--- src/rtl/multicycle_ctrl.sv ---
// Multi-cycle RV32I control unit: FETCH/DECODE/EXEC/MEM/WB sequencer with a
// sticky TRAP state for unrecognised opcodes.
module multicycle_ctrl (
    input  logic        clk,
    input  logic        rst_n,
    input  logic [31:0] imem_rdata,
    input  logic        imem_valid,
    output logic        imem_req,
    input  logic        dmem_ready,
    output logic        dmem_req,
    output logic        dmem_we,
    input  logic        br_taken,
    output logic [31:0] instr,
    output logic [2:0]  imm_sel,
    output logic        alu_src_a,
    output logic        alu_src_b,
    output logic        pc_we,
    output logic [1:0]  pc_sel,
    output logic        reg_we,
    output logic [1:0]  wb_sel,
    output logic        illegal,
    output logic [2:0]  state
);

    typedef enum logic [2:0] {
        FETCH  = 3'b000,
        DECODE = 3'b001,
        EXEC   = 3'b010,
        MEM    = 3'b011,
        WB     = 3'b100,
        TRAP   = 3'b101
    } state_t;

    localparam logic [6:0] OPC_LUI    = 7'b0110111;
    localparam logic [6:0] OPC_AUIPC  = 7'b0010111;
    localparam logic [6:0] OPC_JAL    = 7'b1101111;
    localparam logic [6:0] OPC_JALR   = 7'b1100111;
    localparam logic [6:0] OPC_BRANCH = 7'b1100011;
    localparam logic [6:0] OPC_LOAD   = 7'b0000011;
    localparam logic [6:0] OPC_STORE  = 7'b0100011;
    localparam logic [6:0] OPC_OPIMM  = 7'b0010011;
    localparam logic [6:0] OPC_OP     = 7'b0110011;

    state_t      state_q, state_d;
    logic [31:0] instr_q, instr_d;
    logic        illegal_q, illegal_d;

    logic [6:0] opc;
    logic       is_lui, is_auipc, is_jal, is_jalr, is_branch;
    logic       is_load, is_store, is_opimm, is_op, is_legal;
    logic       rd_nz;

    assign opc       = instr_q[6:0];
    assign is_lui    = (opc == OPC_LUI);
    assign is_auipc  = (opc == OPC_AUIPC);
    assign is_jal    = (opc == OPC_JAL);
    assign is_jalr   = (opc == OPC_JALR);
    assign is_branch = (opc == OPC_BRANCH);
    assign is_load   = (opc == OPC_LOAD);
    assign is_store  = (opc == OPC_STORE);
    assign is_opimm  = (opc == OPC_OPIMM);
    assign is_op     = (opc == OPC_OP);
    assign is_legal  = is_lui | is_auipc | is_jal | is_jalr | is_branch |
                       is_load | is_store | is_opimm | is_op;
    assign rd_nz     = (instr_q[11:7] != 5'd0);

    // Datapath selects depend only on the latched opcode, so they are stable
    // across every state of an instruction.
    always_comb begin
        imm_sel = 3'b000;
        wb_sel  = 2'b00;
        if (is_load || is_opimm || is_jalr) imm_sel = 3'b000;
        else if (is_store)                  imm_sel = 3'b001;
        else if (is_branch)                 imm_sel = 3'b010;
        else if (is_lui || is_auipc)        imm_sel = 3'b011;
        else if (is_jal)                    imm_sel = 3'b100;
        if (is_load)                 wb_sel = 2'b01;
        else if (is_jal || is_jalr)  wb_sel = 2'b10;
        else if (is_lui)             wb_sel = 2'b11;
    end

    assign alu_src_a = is_auipc;
    assign alu_src_b = ~(is_op | is_branch);

    always_comb begin
        state_d   = state_q;
        instr_d   = instr_q;
        illegal_d = illegal_q;
        imem_req  = 1'b0;
        dmem_req  = 1'b0;
        dmem_we   = 1'b0;
        pc_we     = 1'b0;
        pc_sel    = 2'b00;
        reg_we    = 1'b0;
        case (state_q)
            FETCH: begin
                imem_req = 1'b1;
                if (imem_valid) begin
                    instr_d = imem_rdata;
                    state_d = DECODE;
                end
            end
            DECODE: begin
                if (is_legal) begin
                    state_d = EXEC;
                end else begin
                    state_d   = TRAP;
                    illegal_d = 1'b1;
                end
            end
            EXEC: begin
                if (is_load || is_store) begin
                    state_d = MEM;
                end else if (is_branch) begin
                    pc_we   = 1'b1;
                    pc_sel  = br_taken ? 2'b01 : 2'b00;
                    state_d = FETCH;
                end else begin
                    state_d = WB;
                end
            end
            MEM: begin
                dmem_req = 1'b1;
                dmem_we  = is_store;
                if (dmem_ready) begin
                    if (is_store) begin
                        pc_we   = 1'b1;
                        state_d = FETCH;
                    end else begin
                        state_d = WB;
                    end
                end
            end
            WB: begin
                reg_we  = rd_nz;
                pc_we   = 1'b1;
                pc_sel  = is_jal ? 2'b01 : (is_jalr ? 2'b10 : 2'b00);
                state_d = FETCH;
            end
            default: begin
                // TRAP and unused encodings: park until reset.
                state_d   = TRAP;
                illegal_d = 1'b1;
            end
        endcase
    end

    always_ff @(posedge clk) begin
        if (!rst_n) begin
            state_q   <= FETCH;
            instr_q   <= 32'h0000_0013;
            illegal_q <= 1'b0;
        end else begin
            state_q   <= state_d;
            instr_q   <= instr_d;
            illegal_q <= illegal_d;
        end
    end

    assign instr   = instr_q;
    assign illegal = illegal_q;
    assign state   = state_q;

endmodule

--- config.mk ---
export PLATFORM = sky130hd
export DESIGN_NAME = multicycle_ctrl
export DESIGN_NICKNAME = d
export VERILOG_FILES = /design/src/rtl/multicycle_ctrl.sv
export SDC_FILE = /design/constraint.sdc
export NUM_CORES = 1
export LEC_CHECK = 0
export ABC_AREA = 1
export CORE_MARGIN = 4
export CORE_UTILIZATION = 43
export CTS_BUF_LIST = sky130_fd_sc_hd__clkbuf_4 sky130_fd_sc_hd__clkbuf_8
export DETAILED_ROUTE_END_ITERATION = 10
export PLACE_DENSITY = 0.95
export SYNTH_ARGS = -nofsm -noshare
export SYNTH_HDL_FRONTEND = slang
export SYNTH_SLANG_ARGS = --single-unit
--- constraint.sdc ---
create_clock -name clk -period 1.9 [get_ports clk]
set_input_delay 0.38 -clock clk [delete_from_list [all_inputs] [get_ports clk]]
set_output_delay 0.38 -clock clk [all_outputs]
set_load 0.05 [all_outputs]
Yosys cells after proc, flatten, opt, wreduce, memory -nomap -nowiden
Index checks and enable logic that the tools add are counted.
{"block": "classes", "div_mod_pow": 0, "magnitude_cmp": 0, "eq_ne": 16, "n_addsub": 0, "n_bitwise": 11, "n_mul": 0, "shifts": 0, "muxes": 32, "n_reduce_logical": 11}
{"operator": "$mux W3", "n": 11}
{"operator": "$eq A7 B6 Y1 const B", "n": 3}
{"operator": "$eq A7 B7 Y1 const B", "n": 3}
{"operator": "$pmux W3 S5", "n": 1}
{"operator": "$eq A7 B5 Y1 const B", "n": 2}
{"operator": "$mux W1", "n": 12}
{"operator": "$mux W2", "n": 5}
{"operator": "$or A1 B1 Y1", "n": 9}
{"operator": "$eq A7 B2 Y1 const B", "n": 1}
{"operator": "$eq A3 B2 Y1 const B", "n": 2}
{"operator": "$ne A2 B2 Y1 const B", "n": 3}
{"operator": "$reduce_and A2 Y1", "n": 3}
{"operator": "$logic_or A1 B1 Y1", "n": 5}
{"operator": "$reduce_bool A5 Y1", "n": 1}
{"operator": "$pmux W2 S2", "n": 1}
{"operator": "$reduce_or A4 Y1", "n": 1}
{"operator": "$eq A3 B1 Y1 const B", "n": 1}
{"operator": "$eq A3 B3 Y1 const B", "n": 1}
{"operator": "$logic_not A3 Y1", "n": 1}
{"operator": "$pmux W1 S3", "n": 1}
{"operator": "$not A1 Y1", "n": 2}
{"operator": "$pmux W1 S2", "n": 1}
{"block": "totals", "inputBits": 37, "n_memories": 0, "wordCells": 73, "latch_bits": 0, "ramBits": 0, "regBits": 36, "romBits": 0, "output_inout_bits": 50}

Logic depth before layout (Yosys ltp)
Gate-level depths: netlist of the first run.
{"block": "depth", "ltp_word": 11, "mapped_depth": 9, "mapped_depth_nobuf": 9}

Worst setup path after synthesis of the first run
OpenSTA, ideal clock, no wires.
{"block": "synth_timing", "path_kind": "register -> output", "from": "reg instr_q[0], in the netlist instr[0]", "to": "out alu_src_a", "n_path_buf": 0, "setup_slack_ns": -0.877, "arrival_time_ns": 2.397, "required_time_ns": 1.520, "path_stages_with_launch": 3, "cell_sequence": "dfxtp_1 -> nand2_1 -> nor4_1"}
{"block": "synth_between", "elab_chain_cells": 1}
{"item": "from (decl)", "line": "45", "rtl": "logic [31:0] instr_q, instr_d;"}
{"item": "from (signal assigned)", "line": "155", "rtl": "instr_q <= instr_d;"}
{"item": "$eq A7 B5 Y1", "line": "55", "rtl": "assign is_auipc = (opc == OPC_AUIPC);"}
{"item": "to (decl)", "line": "15", "rtl": "output logic alu_src_a,"}
No other way between the ends.

Worst setup path after layout of the first run
{"block": "layout_timing", "from": "reg instr_q[4], in the netlist instr[4]", "to": "out wb_sel[1]"}
{"block": "layout_between", "elab_chain_cells": 4, "elab_cells_between_ends": 8, "cone_classes": "4 x eq/ne; 3 x mux; 1 x reduce/logical"}
{"item": "$eq A7 B6 Y1 (tied with other cells)", "line": "54", "rtl": "assign is_lui = (opc == OPC_LUI);"}
{"item": "$mux W2 or $logic_or A1 B1 Y1 (tied branches)", "line": "79, 78"}
{"item": "$mux W2", "line": "78", "rtl": "else if (is_jal || is_jalr) wb_sel = 2'b10;"}
{"item": "$mux W2 (*)", "line": "77", "rtl": "if (is_load) wb_sel = 2'b01;"}
{"item": "to (decl)", "line": "20", "rtl": "output logic [1:0] wb_sel,"}
Mark *: on every way between the ends. The rest lies on a longest branch, timed or not.

==> flow_summary.toml, run 1 <==
[clocking]
ctsLongestPathBuffers = 2
root_buffer = "clkbuf_8"
clk_pin_slew_worst_paths_ps = 70
cts_sinks = 36
cts_buffers = 5
clkLatencyLatePin_ps = 280
cts_hold_buf = 0
htree_levels = 2
tritoncts = "yes"

[timing]
min_period_ps = 1917
slew_headroom = 0.5335
rsz0062_at_grt = "yes"
fin_worst_skew_ps = 7.189
final-max-slew-violation-count = 0
hold_violations = 0
worst_pin_slew_ps = 698.9
fmax_mhz = 521.6
setup_viol = 2
setup_ws_ps = -17.16
finalCritPeriodShare = 1.009

[synth]
synth-seq-cells = 36
syn_area_per_cell_um2 = 7.037
synth-edff-count = 0
synth_flop_cell = "dfxtp_1"
ys_warn_count = 0
syn_inst = 226
syn_nets = 263
async_flop_share = 0
yosys.area.top_type_share = 0.4532
netlist_area_um2 = 1590
synthTopCellsByArea = "dfxtp_1, nand2_1, a21oi_1"
ys_seq_area_frac = 0.4532
synth_cell_type_count = 24
synth.largest_area_cell = "dfxtp_1"

[layout]
layout_common_cells = "nand2_1, clkdlybuf4s50_1, a21oi_1"
diodes = 0
area_delta_synth_final_pct = 77.03
nets = 353
instances_no_fill = 363
drive_gt1_frac = 0.2366
final_common_cell = "nand2_1"

[drt]
first_pass_iters = 4
drcViolationCount = 0
drt_iter0_drc = 103
postRouteWirelength_mm = 4.777
post_drt_wl_per_cell_um = 13.16
viasPerCell = 4.890
ant_nets = 0
via_count = 1775

[worst_setup_path]
critical_path_arrival_ps = 1540
reg2reg_to = "instr[1]"
crit_required_ps = 1520
cpMostUsedCell = "nand3_1"
rrSetupSlack_ps = 350
rr_startpoint = "state[0]"
crit_chain = "inv_2, nor2_1, nand3_1, nand3_1, buf_12"
cp_slowest_stage_delay_ps = 400
cp_slowest_cell = "dfxtp_2"
crit_path_start_kind = "register"
path_class = "register to output port"
endpoint_kind = "output port"
r2r_cells = 7
crit_buf_inv = 2
path_delay_family = "simple AND/OR/NAND/NOR gates"
path_max_fanout = 5

[power]
leakage_nw = 1.160
ir_worst_vdd_uv = 674.9
p_per_area_nw_per_um2 = 1314
power_w = 0.003698

[outcome]
status = "complete, but fails checks"
violations = "setup timing"

[floorplanning]
rows = 21
num_io_pins = 87
fp.dieH_um = 68.82
start_util = 0.4620
die_width_um = 68.82
core_area_um2 = 3442
die-area_um2 = 4736

[global_routing]
grt_pass1_wl_mm = 7.534
grt_usage = 0.2145
grt_max_degree = 27
grt_pass1_vias = 1714
antenna_found_initial = 0
grt-ovfl-total = 0

[run]
drv_cap = 0

[worst_hold_path]
hold_depth = 2
hp-class = "register to register"
worstHoldStart = "illegal"
hold_end = "illegal"

[place]
placedCellCount = 351
portBuffers = 86
gp_congestion = 0.8658
dp_hpwl_mm = 3.696
==> sequential cells by signal, indices dropped and copies added (netlist names) <==
| signal | cells |
|---|---|
| illegal | 1 |
| instr | 32 |
| state | 3 |
==> worst max-delay path by stage <==
stage / from / end / slack, ps / depth (start not counted)
final: instr[4] / wb_sel[1] / -20 / 5
after global routing: instr[0] / pc_we / -110 / 8
after CTS: instr[4] / pc_we / -30 / 8
after detailed placement: imem_valid / instr[1] / 90 / 5
after global placement: imem_valid / instr[11] / 130 / 5
after floorplan: instr[2] / alu_src_a / -40 / 2
==> what timing repair did <==
item	4_1_cts	5_1_grt
endpoints found under the setup margin	4	7
resized for setup	7	5
pin swaps	2	0
buffers inserted	2	2
==> logic make-up (layout without fill, tap and decap cells) <==
family	Yosys count	after routing	share of synthesized area
and+or+nand+nor	107	107	0.2817
buffers and inverters	34	125	0.1031
DFF	36	36	0.4532
AOI/OAI and AO/OA	49	49	0.1621
==> synth_stat cells, types with 2 or more instances <==
library cell / count
nand2_1: 75
dfxtp_1: 36
a21oi_1: 33
inv_1: 21
nor2_1: 14
o21ai_0: 12
nand3_1: 8
buf_6: 4
clkbuf_1: 3
inv_2: 3
nor2_2: 3
nand2_2: 2
==> through the flow <==
step                      hold slack [ps]  setup WS [ps]  utilization  area (um2)  setup TNS, ps
after floorplan                     492.5         -36.82            -        1675         -68.92
after global placement              440.3          130.3       0.7699        2650              0
after detailed placement            444.7          85.45       0.7699        2650              0
after CTS                           454.8         -26.36       0.8103        2789         -38.58
after global routing                477.5         -109.2       0.8179        2815         -499.3
final                               455.5         -17.16       0.8179        2815         -33.71
==> where the power goes <==
part / switching [W] / internal (W)
sequential: 0.000131 / 0.000935
combinational: 0.00133 / 0.000706
clock: 0.000249 / 0.000345
==> layer usage <==
metal  GRT usage  part of all wire  vias to the layer above
li1            -                 -                      897
met5           0                 0                        -
met1      0.2350              0.38                      791
met3     0.06807             0.094                        9
met4     0.08029             0.014                        0
met2      0.3838              0.52                       78
==> final cells by class <==
cell class                      count  area, um2
Tap cell                           46      57.56
Multi-Input combinational cell    156      795.8
Sequential cell                    36      748.2
Timing Repair Buffer               92       1015
Clock buffer                        8      103.9
Fill cell                         230      626.9
Inverter                           25      95.09
==> worst min-delay path, delay by kind of cell (launching register included) <==
kind	cells	cell delay (ps)
AOI/OAI and AO/OA	1	50
DFF	1	310
buffers and inverters	1	50
Power figures use the tool's default switching activity.
==> run 2: changes to the inputs <==
--- a/config.mk
+++ b/config.mk
@@ -11,6 +11,7 @@
 export CTS_BUF_LIST = sky130_fd_sc_hd__clkbuf_4 sky130_fd_sc_hd__clkbuf_8
 export DETAILED_ROUTE_END_ITERATION = 10
 export PLACE_DENSITY = 0.95
+export SLEW_MARGIN = 10
 export SYNTH_ARGS = -nofsm -noshare
 export SYNTH_HDL_FRONTEND = slang
 export SYNTH_SLANG_ARGS = --single-unit
==> results of run 2 <==
Same layout as run 1: the final DEF is identical, and so are final timing and power.
==> run 3: changes to the inputs <==
--- a/config.mk
+++ b/config.mk
@@ -9,6 +9,7 @@
 export CORE_MARGIN = 4
 export CORE_UTILIZATION = 43
 export CTS_BUF_LIST = sky130_fd_sc_hd__clkbuf_4 sky130_fd_sc_hd__clkbuf_8
+export CTS_CLUSTER_DIAMETER = 120
 export DETAILED_ROUTE_END_ITERATION = 10
 export PLACE_DENSITY = 0.95
 export SLEW_MARGIN = 10
==> results of run 3 <==
Same layout as run 1: the final DEF is identical, and so are final timing and power.
